File: config.mk
export PLATFORM = sky130hd
export DESIGN_NAME = shiftmix_stage_flat
export DESIGN_NICKNAME = d
export VERILOG_FILES = /design/src/rtl/shiftmix_stage_if.sv /design/src/rtl/shiftmix_stage.sv /design/src/flat_wrapper.sv
export SDC_FILE = /design/constraint.sdc
export NUM_CORES = 1
export LEC_CHECK = 0
export ABC_AREA = 1
export CAP_MARGIN = 20
export CORE_UTILIZATION = 40
export CTS_BUF_LIST = sky130_fd_sc_hd__clkbuf_16
export DETAILED_ROUTE_END_ITERATION = 6
export DONT_BUFFER_PORTS = 1
export PLACE_DENSITY = 0.6
export SETUP_SLACK_MARGIN = 0.4
export SLEW_MARGIN = 20
export SYNTH_ARGS = -nofsm -noshare
export SYNTH_HDL_FRONTEND = slang
export SYNTH_SLANG_ARGS = --single-unit
File: constraint.sdc
create_clock -name clk -period 2 [get_ports clk]
set_input_delay 0.6 -clock clk [delete_from_list [all_inputs] [get_ports clk]]
set_output_delay 0.6 -clock clk [all_outputs]
set_load 0.02 [all_outputs]
File: src/rtl/shiftmix_stage_if.sv
`default_nettype none
// ============================================================================
// Module   : shiftmix_stage_if
// Brief    : Upstream/downstream handshake and data bundle for shiftmix_stage.
// Revision : 1.0 - initial release
// ============================================================================
interface shiftmix_stage_if;
    logic         in_valid;
    logic         in_ready;
    logic [127:0] state_in;
    logic [127:0] round_key;
    logic         final_round;
    logic         out_valid;
    logic         out_ready;
    logic [127:0] state_out;

    modport slave (
        input  in_valid, state_in, round_key, final_round, out_ready,
        output in_ready, out_valid, state_out
    );

    modport master (
        output in_valid, state_in, round_key, final_round, out_ready,
        input  in_ready, out_valid, state_out
    );
endinterface
`default_nettype wire

File: src/rtl/shiftmix_stage.sv
`default_nettype none
// ============================================================================
// Module   : shiftmix_stage
// Brief    : AES round tail: ShiftRows -> MixColumns (bypassed on the final
//            round) -> AddRoundKey, as a two-stage valid/ready pipeline.
// Revision : 1.0 - initial release
// ============================================================================
module shiftmix_stage (
    input  wire logic        clk,
    input  wire logic        rst_n,
    shiftmix_stage_if.slave  bus
);

    localparam logic [7:0] C_POLY_LOW = 8'h1b;

    function automatic logic [7:0] xtime(input logic [7:0] b);
        return {b[6:0], 1'b0} ^ (b[7] ? C_POLY_LOW : 8'h00);
    endfunction

    // Column bytes are row 0 in the MSB through row 3 in the LSB.
    function automatic logic [31:0] mix_column(input logic [31:0] col);
        logic [7:0] a0, a1, a2, a3;
        logic [7:0] b0, b1, b2, b3;
        a0 = col[31:24];
        a1 = col[23:16];
        a2 = col[15:8];
        a3 = col[7:0];
        b0 = xtime(a0) ^ xtime(a1) ^ a1 ^ a2 ^ a3;
        b1 = a0 ^ xtime(a1) ^ xtime(a2) ^ a2 ^ a3;
        b2 = a0 ^ a1 ^ xtime(a2) ^ xtime(a3) ^ a3;
        b3 = xtime(a0) ^ a0 ^ a1 ^ a2 ^ xtime(a3);
        return {b0, b1, b2, b3};
    endfunction

    function automatic logic [127:0] shift_rows(input logic [127:0] s);
        logic [127:0] o;
        o = '0;
        for (int c = 0; c < 4; c++) begin
            for (int r = 0; r < 4; r++) begin
                o[127 - 8*(4*c + r) -: 8] = s[127 - 8*(4*((c + r) % 4) + r) -: 8];
            end
        end
        return o;
    endfunction

    logic [127:0] w_shifted;
    logic [127:0] w_mixed;
    logic [127:0] w_s1_next;
    logic         w_s2_load;
    logic         w_s1_load;

    logic         r_s1_valid;
    logic [127:0] r_s1_data;
    logic [127:0] r_s1_key;
    logic         r_s2_valid;
    logic [127:0] r_s2_data;

    assign w_shifted = shift_rows(bus.state_in);

    genvar gi;
    generate
        for (gi = 0; gi < 4; gi++) begin : g_mix
            assign w_mixed[127 - 32*gi -: 32] = mix_column(w_shifted[127 - 32*gi -: 32]);
        end
    endgenerate

    assign w_s1_next = bus.final_round ? w_shifted : w_mixed;

    // S1 can only advance when S2 has room, which makes w_s1_load identical to in_ready.
    assign w_s2_load    = !r_s2_valid || bus.out_ready;
    assign w_s1_load    = !r_s1_valid || w_s2_load;
    assign bus.in_ready = !r_s1_valid || !r_s2_valid || bus.out_ready;

    always_ff @(posedge clk or negedge rst_n) begin
        if (!rst_n) begin
            r_s1_valid <= 1'b0;
            r_s1_data  <= '0;
            r_s1_key   <= '0;
            r_s2_valid <= 1'b0;
            r_s2_data  <= '0;
        end else begin
            if (w_s1_load) begin
                r_s1_valid <= bus.in_valid;
                if (bus.in_valid) begin
                    r_s1_data <= w_s1_next;
                    r_s1_key  <= bus.round_key;
                end
            end
            if (w_s2_load) begin
                r_s2_valid <= r_s1_valid;
                if (r_s1_valid) begin
                    r_s2_data <= r_s1_data ^ r_s1_key;
                end
            end
        end
    end

    assign bus.out_valid = r_s2_valid;
    assign bus.state_out = r_s2_data;

endmodule
`default_nettype wire

File: src/flat_wrapper.sv
// flat-port wrapper written by rule: the top's interface ports become plain ports
module shiftmix_stage_flat 
  (clk, rst_n, bus_in_valid, bus_state_in, bus_round_key, bus_final_round, bus_out_ready, bus_in_ready, bus_out_valid, bus_state_out);
  shiftmix_stage_if bus_i ();
  input  wire logic clk;
  input  wire logic rst_n;
  input wire logic [$bits(bus_i.in_valid)-1:0] bus_in_valid;
  input wire logic [$bits(bus_i.state_in)-1:0] bus_state_in;
  input wire logic [$bits(bus_i.round_key)-1:0] bus_round_key;
  input wire logic [$bits(bus_i.final_round)-1:0] bus_final_round;
  input wire logic [$bits(bus_i.out_ready)-1:0] bus_out_ready;
  output wire logic [$bits(bus_i.in_ready)-1:0] bus_in_ready;
  output wire logic [$bits(bus_i.out_valid)-1:0] bus_out_valid;
  output wire logic [$bits(bus_i.state_out)-1:0] bus_state_out;
  assign bus_i.in_valid = bus_in_valid;
  assign bus_i.state_in = bus_state_in;
  assign bus_i.round_key = bus_round_key;
  assign bus_i.final_round = bus_final_round;
  assign bus_i.out_ready = bus_out_ready;
  assign bus_in_ready = bus_i.in_ready;
  assign bus_out_valid = bus_i.out_valid;
  assign bus_state_out = bus_i.state_out;
  shiftmix_stage u_core (.clk(clk), .rst_n(rst_n), .bus(bus_i));
endmodule
# Word-level counts from Yosys, hierarchy flattened
# Cells that the tools add are included.
[word_totals]
ff_bits = 386
latch_bits = 0
ram_bits = 0
rom_bits = 0
in_bits = 261
out_inout_bits = 130
memories = 0
[op_classes]
add_sub_neg = 0
mul = 0
div = 0
magnitude_cmp = 0
eq_ne = 0
shift = 0
muxes = 17
bitwise_logic = 81
reduce_logical = 8
[ops]
columns = ["cell", "n"]
rows = [
  ["$xor 8x8->8", 80],
  ["$mux 128", 1],
  ["$xor 128x128->128", 1],
  ["$mux 5", 16],
  ["$logic_or 1x1->1", 4],
  ["$reduce_and 2->1", 2],
  ["$logic_not 1->1", 2],
]

# Logic depth before layout (Yosys ltp)
[logic_depth]
depth_word = 7
depth_mapped = 11
ltp_nobuf = 10

# Worst setup path after synthesis
# Ideal clock, no wire load.
[synth_path]
path_kind = "input to register"
start = "in bus_out_ready"
end = "reg u_core.r_s1_key[100]"
t_arrival_ns = 1.626
required_time_ns = 1.875
setup_slack_ns = 0.250
cell_stages = 6
path_buffers = 2
path_cell_list = "inv_1 nand3_2 nand2_2 buf_4 buf_4 mux2_2"
[synth_via]
elab_chain_len = 3
[synth_rtl]
columns = ["element", "line", "rtl"]
rows = [
  ["start, declared", "flat_wrapper.sv:11", "input wire logic [$bits(bus_i.out_ready)-1:0] bus_out_ready;"],
  ["$logic_or 1x1->1", "shiftmix_stage.sv:70", "assign w_s2_load = !r_s2_valid || bus.out_ready;"],
  ["$logic_or 1x1->1", "shiftmix_stage.sv:71", "assign w_s1_load = !r_s1_valid || w_s2_load;"],
  ["$reduce_and 2->1 (no line)", "--", ""],
  ["end signal, assigned", "shiftmix_stage.sv:86", "r_s1_key <= bus.round_key;"],
  ["end, declared", "shiftmix_stage.sv:54", "logic [127:0] r_s1_key;"],
]
# No other way between the ends.
# A chain may end at the register's enable or synchronous reset.

# Final worst setup path
[layout_path]
start = "reg u_core.r_s2_valid (netlist: u_core.bus.out_valid)"
end = "out bus_in_ready"
[layout_via]
elab_chain_len = 3
[layout_rtl]
columns = ["element", "line", "rtl"]
rows = [
  ["start, declared", "shiftmix_stage.sv:55", "logic r_s2_valid;"],
  ["start signal, assigned", "shiftmix_stage.sv:90", "r_s2_valid <= r_s1_valid;"],
  ["$logic_not 1->1", "shiftmix_stage.sv:72", "assign bus.in_ready = !r_s1_valid || !r_s2_valid || bus.out_ready;"],
  ["$logic_or 1x1->1 (2 in a row)", "shiftmix_stage.sv:72", ""],
  ["end, declared", "flat_wrapper.sv:12", "output wire logic [$bits(bus_i.in_ready)-1:0] bus_in_ready;"],
]
# No other way between the ends.

==> flow_summary.toml <==
[clocking]
clock_sinks = 386
clk_pin_slew_ps = 60
clock_latency_ps = 580
cts.htree.levels = 2
clockBufferDepth = 3
tritoncts.num_buffers = 46
cts_root_buffer = "clkbuf_16"
cts_tree = "built"

[yosys]
synth_nets = 3501
ys_types = 19
ys_warn_count = 0
synth_enable_flop_cells = 0
synth-async-reset-ratio = 1.000
synth_cells = 3240
post-synth-top-count-cell = "nand2_1"
synth.area.top_cells = "dfrtp_1 (42%), nand2_1 (23%), mux2_2 (6.2%)"
netlist_area_mm2 = 0.02318
yosys.area.top_type = "dfrtp_1"
synth.top_cell.area_share = 0.4167
synthTopCellsByCount = "nand2_1 (1451), dfrtp_1 (386), a21oi_1 (272)"
seq_area_frac_synth = 0.4167
ys_ff_latch = 386
ys.flop_type = "dfrtp_1"
syn_avg_cell_area_um2 = 7.154

[sta]
finalHoldViolCount = 371
report.final.slew_viol_count = 0
setup_viol = 0
worst_pin_slew_ps = 1208
fin_crit_ps = 1778
slew_headroom = 0.1946
grt_setup_unrepaired = "true"
whs_ps = -273.9
finalCritPeriodShare = 0.8889
fmax_ghz = 0.5625
clock_skew_ps = 15.66
setup_tns_ps = 0

[critical_path]
setup.worst_path.class = "flip-flop to output pin"
end_kind = "output pin"
cp_cell_sequence = "nand3_4"
critPathRequiredTime_ps = 1400
path_delay_family = "flip-flops"
worst-path-buf-inv = 0
cp-start-kind = "flip-flop"
crit_fanout = 3
r2r_slack_ps = 280
timing.rr.end = "u_core.r_s1_key[79]$_DFFE_PN0P_"
crit_path_top_delay_cell = "dfrtp_1"
reg2reg_depth = 7
worstReg2RegStart = "u_core.bus.out_valid$_DFFE_PN0P_"
cp.arrival_ps = 1180
critPathMaxStageDelay_ps = 420

[cells_and_area]
final_layout_size_suffix_gt1_frac = 0.1611
post-route-cell-area_mm2 = 0.02820
syn2layout_area_growth_pct = 21.65
fill_cells = 5499
fin_util = 0.4962
layout.nets = 3556

[routing]
viasPerCell = 5.114
drt_wl_total_um = 72660
dr.pass1.iters = 5
wl_met2_um = 34100
drc = 0
routedWlPerCell_um = 17.78
wl_met1_um = 31150
dr_wl_met3_um = 5523
drtIter0Drc = 1323
vias = 20900
routed.top_layer = "met5"
ant_nets = 0

[placement]
place_hpwl_um = 48080
place_area_mm2 = 0.02413
numPortBuffers = 0
gp_congestion = 0.8805

[grt]
grt_overflow = 0
grt_start_max_net_pins = 387
grt_pass1_wl_um = 109000
grt_use_total = 0.2317
antenna_found_initial = 2
grt_pass1_vias = 19430

[power_and_ir_drop]
powerDensity_mw_per_mm2 = 974.1
power_leakage_nw = 14.35
total_power_mw = 27.47
irDropWorstVdd_mv = 0.9081

[run_status]
violations = "negative hold slack"
status = "finished with violations"

[floorplanning]
design.core.area_mm2 = 0.05682
rows = 87
io_pins = 391
die_h_um = 242.7
initial_core_util = 0.4079
die_area_mm2 = 0.05891
die_w_um = 242.7

[job]
cap_violations = 0

[min_path]
hold_class = "primary input to async pin"
[logic make-up after synthesis]
logic type	share of synthesized area
and+or+nand+nor	0.3240
DFF	0.4167
buffers and inverters	0.06170
AOI/OAI and AO/OA	0.06586
xor gates and xnor gates	0.06953
muxes	0.06219
[registers in the layout, summed over array words and instances, names as in the netlist]
name / cells
u_core.bus.state_out: 128
u_core.r_s1_data: 128
u_core.r_s1_key: 128
u_core.bus.out_valid: 1
u_core.r_s1_valid: 1
[how the worst max path moves through the flow]
stage	startpoint	end	slack, ps	depth (start not counted)
5_1_grt	u_core.bus.out_valid$_DFFE_PN0P_	bus_in_ready	170	1
2_1_floorplan	bus_out_ready	u_core.r_s1_key[100]$_DFFE_PN0P_	390	6
6_report	u_core.bus.out_valid$_DFFE_PN0P_	bus_in_ready	220	1
4_1_cts	u_core.r_s1_valid$_DFFE_PN0P_	bus_in_ready	200	1
3_3_place_gp	bus_out_ready	u_core.r_s1_key[69]$_DFFE_PN0P_	110	6
3_5_place_dp	bus_out_ready	u_core.r_s1_key[72]$_DFFE_PN0P_	90	6
[placed cells by master (no fill, tap or decap), drive strengths merged]
cell type	count
o21ai	33
nand3b	24
a21oi	272
bufinv	3
nor2	184
nand3	236
xnor2	145
clkinv	20
dfrtp	386
buf	110
mux2	128
clkbuf	70
inv	222
xor2	39
clkinvlp	4
nand2	1452
diode	2
[power by group]
part	switching (mW)	internal [mW]	leakage (nW)	total, mW
clock network	3.45	4.77	0.737	8.22
logic	3.14	3.30	9.25	6.43
registers	2.89	9.93	4.37	12.8
total	9.47	18.0	14.3	27.5
[timing repair]
| item | 4_1_cts | 5_1_grt |
|---|---|---|
| endpoints found under the setup margin | 211 | 401 |
| gates resized for setup | 149 | 284 |
| cloned | 12 | 24 |
| setup buffers | 13 | 31 |
| hold endpoints to repair | 386 | 386 |
| pin swaps | 2 | 62 |
[per-stage QoR]
stage,setup WS (ps),instances,hold slack (ps)
detailed placement,93.82,3923,312.7
floorplan,394.7,3240,304.4
global route,166.0,4085,-319.6
finish,222.3,4086,-273.9
global placement,110.2,3923,312.1
CTS,198.1,4029,-317.5
[area by class of cell]
| type | count | area [um^2] | area share |
|---|---|---|---|
| timing repair buffer | 131 | 2290 | 0.08120 |
| sequential | 386 | 9819 | 0.3482 |
| antenna | 2 | 5.005 | 0.0001775 |
| clock inverter | 32 | 230.2 | 0.008165 |
| multi-input combinational | 2513 | 12860 | 0.4561 |
| inverter | 217 | 819.5 | 0.02906 |
| clock buffer | 49 | 1226 | 0.04349 |
| tap | 756 | 945.9 | 0.03355 |
[per-layer routing]
layer	vias up	GRT usage
li1	10350	-
met1	9822	0.3000
met2	615	0.3739
met3	109	0.06225
met4	2	0.07640
met5	-	0
Note: power is estimated with default switching activity, not from simulation.
